--- config.mk ---
export PLATFORM = sky130hd
export DESIGN_NAME = relm_divider
export DESIGN_NICKNAME = d
export VERILOG_FILES = /design/src/rtl/relm_divider.sv
export SDC_FILE = /design/constraint.sdc
export NUM_CORES = 1
export LEC_CHECK = 0
export BUFFER_PORTS_ARGS = -buffer_cell sky130_fd_sc_hd__buf_2
export CORE_ASPECT_RATIO = 1.75
export CORE_MARGIN = 1
export CORE_UTILIZATION = 30
export DETAILED_ROUTE_END_ITERATION = 16
export GPL_TIMING_DRIVEN = 0
export SETUP_SLACK_MARGIN = 0.05
export SLEW_MARGIN = 20
export SYNTH_ARGS = -nofsm -noshare
export SYNTH_HDL_FRONTEND = slang
export SYNTH_SLANG_ARGS = --single-unit
--- constraint.sdc ---
create_clock -name clk -period 3.6 [get_ports clk]
set_input_delay 0.18 -clock clk [delete_from_list [all_inputs] [get_ports clk]]
set_output_delay 0.18 -clock clk [all_outputs]
set_load 0.01 [all_outputs]
--- src/rtl/relm_divider.sv ---
// Iterative radix-2 restoring divider, one quotient bit per clock, signed or unsigned.
// Requests enter on a start/ready handshake; results leave on a valid/ack handshake.
module relm_divider #(
  parameter int WD = 32
) (
  input  logic          clk,
  input  logic          rst_n,
  input  logic          start_in,
  input  logic          sign_in,
  input  logic [WD-1:0] n_in,
  input  logic [WD-1:0] d_in,
  output logic          ready_out,
  output logic          valid_out,
  input  logic          ack_in,
  output logic [WD-1:0] q_out,
  output logic [WD-1:0] r_out,
  output logic          div0_out,
  output logic [2:0]    state_out
);

  // Handshakes: a request is taken on a rising edge where start_in=1 and
  // ready_out=1; a result is released on a rising edge where ack_in=1 and
  // valid_out=1. Both ready_out and valid_out come straight from the state register.

  localparam int CW = $clog2(WD);

  typedef enum logic [2:0] {
    S_IDLE = 3'd0,
    S_PREP = 3'd1,
    S_LOOP = 3'd2,
    S_FIX  = 3'd3,
    S_DONE = 3'd4
  } state_t;

  state_t        state_q;
  logic [WD-1:0] n_raw_q;
  logic [WD-1:0] d_raw_q;
  logic          sign_q;
  logic [WD-1:0] nmag_q;
  logic [WD-1:0] dmag_q;
  logic [WD-1:0] rem_q;
  logic [WD-1:0] quo_q;
  logic [CW-1:0] cnt_q;
  logic          qneg_q;
  logic          rneg_q;
  logic          div0_q;
  logic [WD-1:0] q_out_q;
  logic [WD-1:0] r_out_q;
  logic          div0_out_q;

  logic [WD-1:0] n_abs_d;
  logic [WD-1:0] d_abs_d;
  logic [WD:0]   rem_sh_d;
  logic          rem_ge_d;
  logic [WD-1:0] rem_sub_d;

  assign n_abs_d = (sign_q && n_raw_q[WD-1]) ? -n_raw_q : n_raw_q;
  assign d_abs_d = (sign_q && d_raw_q[WD-1]) ? -d_raw_q : d_raw_q;

  // The shifted remainder is WD+1 bits wide; after a subtraction it always fits
  // back into WD bits because it ends up strictly below the divisor magnitude.
  assign rem_sh_d  = {rem_q, nmag_q[WD-1]};
  assign rem_ge_d  = rem_sh_d >= {1'b0, dmag_q};
  assign rem_sub_d = rem_sh_d[WD-1:0] - dmag_q;

  always_ff @(posedge clk) begin
    if (!rst_n) begin
      state_q    <= S_IDLE;
      n_raw_q    <= '0;
      d_raw_q    <= '0;
      sign_q     <= 1'b0;
      nmag_q     <= '0;
      dmag_q     <= '0;
      rem_q      <= '0;
      quo_q      <= '0;
      cnt_q      <= '0;
      qneg_q     <= 1'b0;
      rneg_q     <= 1'b0;
      div0_q     <= 1'b0;
      q_out_q    <= '0;
      r_out_q    <= '0;
      div0_out_q <= 1'b0;
    end else begin
      case (state_q)
        S_IDLE: begin
          if (start_in) begin
            n_raw_q <= n_in;
            d_raw_q <= d_in;
            sign_q  <= sign_in;
            state_q <= S_PREP;
          end
        end
        S_PREP: begin
          nmag_q <= n_abs_d;
          dmag_q <= d_abs_d;
          cnt_q  <= '0;
          if (d_raw_q == '0) begin
            // Divide by zero bypasses the loop and the sign fix entirely.
            quo_q   <= '1;
            rem_q   <= n_raw_q;
            qneg_q  <= 1'b0;
            rneg_q  <= 1'b0;
            div0_q  <= 1'b1;
            state_q <= S_FIX;
          end else begin
            quo_q   <= '0;
            rem_q   <= '0;
            qneg_q  <= sign_q & (n_raw_q[WD-1] ^ d_raw_q[WD-1]);
            rneg_q  <= sign_q & n_raw_q[WD-1];
            div0_q  <= 1'b0;
            state_q <= S_LOOP;
          end
        end
        S_LOOP: begin
          nmag_q <= nmag_q << 1;
          if (rem_ge_d) begin
            rem_q <= rem_sub_d;
            quo_q <= {quo_q[WD-2:0], 1'b1};
          end else begin
            rem_q <= rem_sh_d[WD-1:0];
            quo_q <= {quo_q[WD-2:0], 1'b0};
          end
          cnt_q <= cnt_q + 1'b1;
          if (cnt_q == CW'(WD - 1)) begin
            state_q <= S_FIX;
          end
        end
        S_FIX: begin
          q_out_q    <= qneg_q ? -quo_q : quo_q;
          r_out_q    <= rneg_q ? -rem_q : rem_q;
          div0_out_q <= div0_q;
          state_q    <= S_DONE;
        end
        S_DONE: begin
          if (ack_in) begin
            state_q <= S_IDLE;
          end
        end
        default: state_q <= S_IDLE;
      endcase
    end
  end

  assign ready_out = (state_q == S_IDLE);
  assign valid_out = (state_q == S_DONE);
  assign q_out     = q_out_q;
  assign r_out     = r_out_q;
  assign div0_out  = div0_out_q;
  assign state_out = state_q;

endmodule

# Word-level counts from Yosys, hierarchy flattened
# Index checks and enable logic that the tools add are counted.
[classes]
addsub = 6
muxes = 20
bitwise = 3
n_reduce_logical = 7
n_eq_ne = 8
n_lt_le_gt_ge = 1
[op_table]
columns = ["operator", "count"]
rows = [
  ["$mux 32", 7],
  ["$pmux 32 s2", 3],
  ["$neg 32->32", 4],
  ["$ge 33x32->1", 1],
  ["$logic_not 32->1", 1],
  ["$sub 32x32->32", 1],
  ["$pmux 3 s5", 1],
  ["$pmux 5 s2", 1],
  ["$mux 3", 3],
  ["$eq 3x2->1 const B", 2],
  ["$add 5x1->5 const B", 1],
  ["$eq 5x5->1 const B", 1],
  ["$mux 1", 5],
  ["$ne 2x2->1 const B", 2],
  ["$eq 3x1->1 const B", 1],
  ["$eq 3x3->1 const B", 1],
  ["$logic_not 3->1", 1],
  ["$reduce_and 3->1", 1],
  ["$and 1x1->1", 2],
  ["$logic_and 1x1->1", 2],
  ["$ne 2x1->1 const B", 1],
  ["$reduce_and 2->1", 1],
  ["$reduce_bool 2->1", 1],
  ["$xor 1x1->1", 1],
]
[totals]
in_bits = 69
reg_bits = 269

# Depth between registers and ports, before layout
# Gate-level depths: netlist (run 1).
[depth]
word_depth = 3
mapped_depth = 12
depth_no_buf = 12

# Worst setup path before layout (run 1)
# No wires, ideal clock.
[synth_path]
path_type = "reg-to-reg"
start = "register nmag_q[31]"
end = "register rem_q[30]"
path_stages_with_launch = 13
synth_period_minus_slack_ns = 2.776
path_buffers = 0
setup_ns = 0.070
t_arrival_ns = 2.706
setup_slack_ns = 0.824
cell_sequence = "dfxtp_1 inv_1 ha_1 inv_1 fa_1 a21o_1 a221oi_1 o21bai_1 a31oi_1 a21oi_1 a2111oi_0 o31ai_1 a21oi_1"
[synth_via]
elab_chain_cells = 3
word_cells_on_any_way = 4
classes_between = "1 x add/sub; 1 x order compare; 2 x mux"
[synth_lines]
columns = ["element", "line_no", "source"]
rows = [
  ["start, declared", "39", "logic [WD-1:0] nmag_q;"],
  ["start signal, assigned", "94", "nmag_q <= n_abs_d;"],
  ["start signal, assigned", "115", "nmag_q <= nmag_q << 1;"],
  ["$sub 32x32->32 or $ge 33x32->1 (tied branches)", "64, 63", ""],
  ["$mux 32 *", "116", "if (rem_ge_d) begin"],
  ["$pmux 32 s2 *", "84", "case (state_q)"],
  ["end signal, assigned", "100", "rem_q <= n_raw_q;"],
  ["end signal, assigned", "117", "rem_q <= rem_sub_d;"],
  ["end signal, assigned", "120", "rem_q <= rem_sh_d[WD-1:0];"],
  ["end, declared", "41", "logic [WD-1:0] rem_q;"],
]
# Mark *: on every way between the ends. The rest lies on a longest branch, timed or not.
# A chain may end at the register's enable or synchronous reset.

# Worst setup path after layout (run 1)
[layout_path]
start = "register rem_q[4]"
end = "register rem_q[30]"
[layout_via]
elab_chain_cells = 3
word_cells_on_any_way = 4
classes_between = "1 x add/sub; 1 x order compare; 2 x mux"
[layout_lines]
columns = ["element", "line_no"]
rows = [
  ["$sub 32x32->32 or $ge 33x32->1 (tied branches)", "64, 63"],
  ["$mux 32 *", "116"],
  ["$pmux 32 s2 *", "84"],
]
# Marks and branches as above.

==> run summary, run 1 <==
=================================================================================
Final hold slack                                                         146.2 ps
Overall overflow remaining after global route                                   0
Crit-path slowest cell                                               sky130_fd_sc_hd__dfxtp_1
Cell depth of the worst hold path                                               3
Drt wl/cell                                                              20.32 um
Post-Place Cells                                                            2,691
Layout cells sized above 1                                                 10.37%
Final clock period utilization by the worst path                           97.95%
Nets in the synthesized netlist                                             2,002
Number of cells on the worst reg-to-reg path                                    9
Iteration-0 DRC Markers                                                       920
Peak VDD IR                                                              335.3 uV
Portion of the post-synthesis area used by sequential elements             35.64%
Chip Width                                                               171.6 um
Slew Viols, Final                                                               0
Max-cap violations                                                              0
Total Routing Usage GR                                                     22.07%
Unique cell type count in the Yosys netlist                                    73
Crit path largest cell delay                                               630 ps
Clock Root Buffer                                                    sky130_fd_sc_hd__clkbuf_16
CP endpoint kind                                                        flip-flop
Unrepaired setup endpoints after global routing                             false
Clock tree from TritonCTS                                                    done
DR DRC count                                                                    0
Footprint of the flip-flops and latches                              0.005385 mm^2
Rows                                                                          108
DRT antenna net count                                                           0
Worst hold path type                                                       in2reg
Leakage Power                                                            7.654 nW
Total Routed Length                                                      57.11 mm
Final worst-path setup slack                                             73.86 ps
Portion of synthesized cell area occupied by the leading cell type         35.64%
Arrival time worst endpoint                                               3970 ps
Total via count in the routed design                                       15,020
Area post-placement                                                  0.01662 mm^2
Floorplan die area                                                   0.05130 mm^2
Combined area of all synthesized cells                               0.01511 mm^2
Crit path launch type                                                   flip-flop
Biggest fanout along the worst timing path                                      7
Pin count of the biggest net entering global routing                           15
Clock skew after layout                                                  22.48 ps
Origin of the critical flop-to-flop path                             rem_q[4]$_SDFFE_PN0P_
Reg2reg end                                                          rem_q[30]$_SDFFE_PN0P_
Port buffer count                                                             137
Primary flip-flop cell chosen by synthesis mapping                   sky130_fd_sc_hd__dfxtp_1
Height of the chip                                                       298.9 um
Final setup fails                                                               0
Routability congestion estimate                                            0.9834
Startpoint of the lowest-slack hold path                                    rst_n
Initial core utilization                                                   30.46%
Number of synthesized flops with an enable pin                                  0
Setup slack of the worst register-to-register path                          70 ps
Area taken by multi-input logic gates                                0.009039 mm^2
Number of I/O pins                                                            139
Least-Margin Pin Slew                                                     1021 ps
Leading cell type in the layout, fill and taps excluded              sky130_fd_sc_hd__nand2_1
Final Non-Filler Cells                                                      2,810
Fraction of registers with async set/reset                                     0%
Insertion delay to the later sink of the worst-skew pair                   590 ps
Area leader, netlist                                                 sky130_fd_sc_hd__dfxtp_1
Maximum achievable frequency                                            283.6 MHz
Layout overhead on the synthesized area                                    21.42%
Detail-routed via count per cell                                            5.344
Number of filler instances in the final layout                              5,240
Global-route wire length before repair                                   85.75 mm
Half-perimeter wire length after detailed placement                      45.22 mm
Most frequent cells in the layout                                    sky130_fd_sc_hd__nand2_1, sky130_fd_sc_hd__dfxtp_1, sky130_fd_sc_hd__buf_2, sky130_fd_sc_hd__o21ai_0, sky130_fd_sc_hd__clkbuf_1
Antenna violations before repair                                                0
End point of the worst hold path                                     nmag_q[15]$_SDFFE_PN0P_
Shortest clock period the worst path allows after layout                  3526 ps
Buf+Inv Stages, Crit Path                                                       0
Core Box Area                                                        0.04959 mm^2
Cell seen most often among critical-path stages                      sky130_fd_sc_hd__a21oi_1
Number of global-route vias before repair                                  14,770
Slew headroom                                                              31.92%
Power density relative to cell area                                  649.1 mW/mm^2
CP top delay family                                                  compound AO/OA/AOI/OAI gates
Dominant cells by area after synthesis                               sky130_fd_sc_hd__dfxtp_1, sky130_fd_sc_hd__nand2_1, sky130_fd_sc_hd__a21boi_0
Flip-flop and latch count after synthesis                                     269
Type of the worst setup path                                              reg2reg
Number of nets in the finished design                                       2,236
Number of sinks on the clock net                                              269
Placement Setup Slack                                                   -346.3 ps
Post-Route Setup TNS                                                         0 ps
Number of detailed-route iterations in the first pass                           6
Status                                                               finished clean
Final hold violations                                                           0
Number of standard cells after synthesis                                    1,894
Sequence of cells on the critical path                               ha_1, and3_1, a221oi_4, o21bai_1, a31oi_2, a21oi_1, and4b_1, o31ai_1, a21oi_1
Clock slew at reported path FFs                                             70 ps
Data required, critical path                                              4040 ps
Maximum clock path buffer count                                                 3
Count of antenna diodes in the layout                                           0
Number of warnings printed during yosys synthesis                               0
Post-route standard cell area excluding fillers                      0.01835 mm^2
Htree depth                                                                     1
Clock buffers created by TritonCTS                                             29
Average instance area after synthesis                                  7.977 um^2
=================================================================================
==> final cells by class <==
class / count / area share (%)
timing repair buffer: 204 / 7.380
tap: 660 / 4.501
multi-input combinational: 1430 / 49.27
buffer: 138 / 3.008
inverter: 56 / 1.146
sequential: 269 / 29.35
clock inverter: 9 / 0.5865
clock buffer: 44 / 4.754
==> report_power, final <==
| part | internal [mW] | total (mW) | leakage [nW] | switching (mW) |
|---|---|---|---|---|
| sequential | 3.27 | 3.71 | 2.19 | 0.441 |
| clock | 1.81 | 3.09 | 0.478 | 1.28 |
| combinational | 1.73 | 5.11 | 4.99 | 3.39 |
==> worst max path at each step <==
stage	cells after the start	to	start
floorplan	12	rem_q[30]$_SDFFE_PN0P_	nmag_q[31]$_SDFFE_PN0P_
global placement	12	rem_q[30]$_SDFFE_PN0P_	nmag_q[31]$_SDFFE_PN0P_
detailed placement	12	rem_q[30]$_SDFFE_PN0P_	nmag_q[31]$_SDFFE_PN0P_
CTS	12	rem_q[30]$_SDFFE_PN0P_	nmag_q[31]$_SDFFE_PN0P_
global route	12	rem_q[30]$_SDFFE_PN0P_	nmag_q[31]$_SDFFE_PN0P_
finish	9	rem_q[30]$_SDFFE_PN0P_	rem_q[4]$_SDFFE_PN0P_
==> logic make-up after synthesis <==
| kind of cell | after synthesis | share of synthesized area, % |
|---|---|---|
| XOR/XNOR | 133 | 7.710 |
| AO/OA/AOI/OAI | 650 | 29.24 |
| adder cells (fa/ha/maj) | 39 | 3.280 |
| multiplexers | 2 | 0.1325 |
| flip-flops | 269 | 35.64 |
| buffers and inverters | 195 | 5.027 |
| AND/OR/NAND/NOR | 606 | 18.96 |
==> metal layers <==
| metal | global-route usage [%] | vias up | part of all wire, % | wire length [um] |
|---|---|---|---|---|
| li1 | - | 7280 | - | - |
| met1 | 22.70 | 7049 | 36 | 20770 |
| met2 | 41.88 | 524 | 53 | 30050 |
| met3 | 2.238 | 164 | 4.7 | 2698 |
| met4 | 13.48 | 0 | 6.3 | 3580 |
| met5 | 0 | - | 0 | 0 |
==> registers in the layout, indices dropped and copies added, names as in the netlist <==
signal     cells
r_out         32
d_raw_q       32
rem_q         32
div0_q         1
nmag_q        32
quo_q         32
cnt_q          5
sign_q         1
n_raw_q       32
qneg_q         1
dmag_q        32
state_out      3
div0_out       1
rneg_q         1
q_out         32
==> stage by stage <==
stage	power (mW)	utilization (%)
global placement	8.526	33.51
detailed placement	8.584	33.52
floorplan	6.869	-
CTS	11.82	36.94
global route	12.52	36.99
finish	11.91	36.99
==> worst min-delay path, stage by stage <==
cell and delay (ps):
sky130_fd_sc_hd__clkbuf_1 190, sky130_fd_sc_hd__nand2_1 190, sky130_fd_sc_hd__o21ai_0 100
==> cell usage after synthesis, types with 4 or more instances <==
cell and number:
sky130_fd_sc_hd__a21oi_1 113, sky130_fd_sc_hd__nor2b_1 9, sky130_fd_sc_hd__nand4_1 15, sky130_fd_sc_hd__o311ai_0 4, sky130_fd_sc_hd__inv_1 56, sky130_fd_sc_hd__nor4_1 14, sky130_fd_sc_hd__clkbuf_1 124, sky130_fd_sc_hd__a22o_1 13
sky130_fd_sc_hd__nor2_1 53, sky130_fd_sc_hd__or4_1 13, sky130_fd_sc_hd__o21a_1 5, sky130_fd_sc_hd__o22ai_1 4, sky130_fd_sc_hd__and2_1 31, sky130_fd_sc_hd__o21ai_0 139, sky130_fd_sc_hd__o211a_1 60, sky130_fd_sc_hd__o21bai_1 5
sky130_fd_sc_hd__a21o_1 12, sky130_fd_sc_hd__nand2b_1 11, sky130_fd_sc_hd__buf_2 4, sky130_fd_sc_hd__a221oi_1 4, sky130_fd_sc_hd__a21boi_0 106, sky130_fd_sc_hd__nand3_1 30, sky130_fd_sc_hd__o41ai_1 15, sky130_fd_sc_hd__ha_1 38
sky130_fd_sc_hd__dfxtp_1 269, sky130_fd_sc_hd__xnor2_1 58, sky130_fd_sc_hd__buf_1 8, sky130_fd_sc_hd__o211ai_1 11, sky130_fd_sc_hd__nand2_1 337, sky130_fd_sc_hd__o31ai_1 29, sky130_fd_sc_hd__nor3b_1 4, sky130_fd_sc_hd__a211oi_1 9
sky130_fd_sc_hd__nor3_1 29, sky130_fd_sc_hd__xor2_1 75, sky130_fd_sc_hd__and3_1 16, sky130_fd_sc_hd__a22oi_1 51, sky130_fd_sc_hd__a31oi_1 35, sky130_fd_sc_hd__or3_1 13, sky130_fd_sc_hd__nand3b_1 6, sky130_fd_sc_hd__o21ai_1 11
==> timing repair <==
action | CTS | global route
resized for setup | 10 | 10
endpoints found under the hold margin | 66 | 0
pin swaps | 1 | 0
setup buffers | 1 | 0
endpoints found under the setup margin | 31 | 22
hold buffers | 66 | 0
No activity file was read; power rests on OpenSTA's default activity.
==> inputs of run 2 (changes only) <==
--- a/config.mk
+++ b/config.mk
@@ -8,9 +8,10 @@
 export BUFFER_PORTS_ARGS = -buffer_cell sky130_fd_sc_hd__buf_2
 export CORE_ASPECT_RATIO = 1.75
 export CORE_MARGIN = 1
-export CORE_UTILIZATION = 30
+export CORE_UTILIZATION = 60
 export DETAILED_ROUTE_END_ITERATION = 16
 export GPL_TIMING_DRIVEN = 0
+export PLACE_DENSITY = 0.8
 export SETUP_SLACK_MARGIN = 0.05
 export SLEW_MARGIN = 20
 export SYNTH_ARGS = -nofsm -noshare
==> run 2 against run 1 <==
Compared with the run above: power fell by 2.4%; worst setup slack got worse by 36 ps; sequential share of layout area rose by 0.89 points; utilization rose by 35 points; clock skew fell by 8.9 ps; clock power fell by 9.7%; global-route usage rose by 20 points; combinational power barely moved; final cell count fell by 13%; critical endpoint is now rem_q[7]$_SDFFE_PN0P_; largest cell class unchanged.
==> run summary, run 2 (same netlist as run 1, synthesis figures left out) <==
=======================================================================
Status                                                     finished clean
Final Power                                                    11.63 mW   -2.4%
Clock skew after layout                                        13.63 ps   -8.854 ps
Post-route standard cell area excluding fillers            0.01781 mm^2   -2.9%
Total Routed Length                                            54.15 mm   -5.2%
Crit-path slowest cell                                     sky130_fd_sc_hd__nor4_1
Clock tree from TritonCTS                                          done
Number of nets in the finished design                             2,232   -0.18%
Shortest clock period the worst path allows after layout        3562 ps   +36.10 ps
Data required, critical path                                    4030 ps   about the same
Maximum achievable frequency                                  280.7 MHz   -1.0%
Insertion delay to the later sink of the worst-skew pair         560 ps   -30 ps
Most frequent cells in the layout                          sky130_fd_sc_hd__nand2_1, sky130_fd_sc_hd__dfxtp_1, sky130_fd_sc_hd__buf_2, sky130_fd_sc_hd__o21ai_0, sky130_fd_sc_hd__clkbuf_1
DRT antenna net count                                                 0   unchanged
Area post-placement                                        0.01618 mm^2   -2.6%
Slew headroom                                                    18.42%   -14 points
Number of global-route vias before repair                        15,320   +3.7%
Footprint of the flip-flops and latches                    0.005385 mm^2   unchanged
Biggest fanout along the worst timing path                           10   +3
Rows                                                                 76   -30%
Number of sinks on the clock net                                    269   unchanged
Post-Route Setup TNS                                               0 ps   unchanged
Least-Margin Pin Slew                                           1224 ps   +202.5 ps
Pin count of the biggest net entering global routing                 15   unchanged
Number of I/O pins                                                  139   unchanged
Crit path launch type                                         flip-flop
Arrival time worst endpoint                                     3990 ps   +20 ps
DR DRC count                                                          0   unchanged
Layout cells sized above 1                                       10.26%   -0.11 points
Worst hold path type                                             in2reg
Crit path largest cell delay                                     560 ps   -70 ps
Overall overflow remaining after global route                         0   unchanged
Core Box Area                                              0.02463 mm^2   -50%
Chip Width                                                     122.0 um   -29%
Slew Viols, Final                                                     0   unchanged
Reg2reg end                                                rem_q[7]$_SDFFE_PN0P_
Clock Root Buffer                                          sky130_fd_sc_hd__clkbuf_16
Final hold violations                                                 0   unchanged
Height of the chip                                             211.9 um   -29%
Total Routing Usage GR                                           42.05%   +20 points
Power density relative to cell area                        652.9 mW/mm^2   +0.58%
Sequence of cells on the critical path                     ha_1, clkbuf_1, nand4_1, nor4_1, nand4_1, nand2_1, o32a_1, clkbuf_1, nor3_1, a31oi_1, a21oi_1
Antenna violations before repair                                      1   +1
Layout overhead on the synthesized area                          17.86%
Count of cell instances traversed by the critical path               11   +2
End point of the critical path                             rem_q[7]$_SDFFE_PN0P_
Detail-routed via count per cell                                  6.320   +18%
CP top delay family                                        simple AND/OR/NAND/NOR gates
Total via count in the routed design                             15,540   +3.4%
Half-perimeter wire length after detailed placement            39.85 mm   -12%
Max-cap violations                                                    0   unchanged
Unrepaired setup endpoints after global routing                   false
Port buffer count                                                   137   unchanged
Initial core utilization                                         61.34%   +31 points
Setup slack of the worst register-to-register path                40 ps   -40 ps
Final clock period utilization by the worst path                 98.95%   +1.0 points
End-of-flow core utilization                                     72.30%   +35 points
Crit. Startpoint                                           rem_q[9]$_SDFFE_PN0P_
Origin of the critical flop-to-flop path                   rem_q[9]$_SDFFE_PN0P_
Htree depth                                                           1   unchanged
Number of cells on the worst reg-to-reg path                         11   +2
Type of the worst setup path                                    reg2reg
Maximum clock path buffer count                                       3   unchanged
Leakage Power                                                  7.599 nW   -0.71%
Area taken by multi-input logic gates                      0.009069 mm^2   +0.33%
Clock buffers created by TritonCTS                                   27   -6.9%
Number of detailed-route iterations in the first pass                 6   unchanged
Drt wl/cell                                                    22.03 um   +8.4%
Buf+Inv Stages, Crit Path                                             2   +2
Global-route wire length before repair                         82.14 mm   -4.2%
Clock slew at reported path FFs                                   70 ps   about the same
Routability congestion estimate                                   1.004   +2.1%
Peak VDD IR                                                    443.7 uV   +32%
Floorplan die area                                         0.02584 mm^2   -50%
Leading cell type in the layout, fill and taps excluded    sky130_fd_sc_hd__nand2_1
Number of filler instances in the final layout                    1,961   -63%
Iteration-0 DRC Markers                                           1,340   +46%
Final setup fails                                                     0   unchanged
CP endpoint kind                                              flip-flop
=======================================================================
[run 2: routing by layer]
metal  global-route usage (%)  share of wire (%)
met4                    35.63                9.2
met5                        0                  0
met2                    73.52                 49
met3                    10.34                8.0
met1                    40.72                 33
[run 2: how the worst min path moves through the flow]
stage	cells past startpoint	end	from
global placement	3	d_raw_q[15]$_SDFFE_PN0P_	d_in[15]
global route	3	nmag_q[16]$_SDFFE_PN0P_	rst_n
finish	3	nmag_q[16]$_SDFFE_PN0P_	rst_n
floorplan	2	d_raw_q[0]$_SDFFE_PN0P_	d_in[0]
detailed placement	3	d_raw_q[24]$_SDFFE_PN0P_	d_in[24]
CTS	3	nmag_q[16]$_SDFFE_PN0P_	rst_n
[run 2: tightest hold or removal path, stage by stage]
cell and delay, ps:
sky130_fd_sc_hd__clkbuf_1 140, sky130_fd_sc_hd__nand2_1 160, sky130_fd_sc_hd__o21ai_0 110
[run 2: through the flow]
stage / hold slack (ps) / setup WS, ps / std cells
after floorplan: 324.9 / 823.7 / 1894
after global placement: 430.4 / -198.4 / 2343
after detailed placement: 437.6 / -208.8 / 2343
after CTS: 63.64 / 16.17 / 2458
after global routing: 127.2 / 38.76 / 2457
final: 95.52 / 37.75 / 2458
[run 2: area by class of cell]
class                   count  share of cell area (%)
well taps                 312                   2.192
repair buffers            203                   7.560
inverters                  56                   1.180
clock buffers              36                   4.209
flip-flops and latches    269                   30.24
plain buffers             137                   3.049
diodes                      2                 0.02811
multi-input cells        1430                   50.93
clock inverters            13                  0.6113
[run 2: where the power goes]
part | total (mW) | switching (mW) | internal (mW)
logic | 5.11 | 3.38 | 1.72
clock network | 2.79 | 1.25 | 1.55
registers | 3.73 | 0.458 | 3.27
total | 11.6 | 5.09 | 6.54
[run 2: timing repair]
item	4_1_cts	5_1_grt
pin swaps	0	1
setup endpoints to repair	31	23
gates resized for setup	5	17
endpoints found under the hold margin	66	0
buffers inserted	0	0
hold buffers	66	0
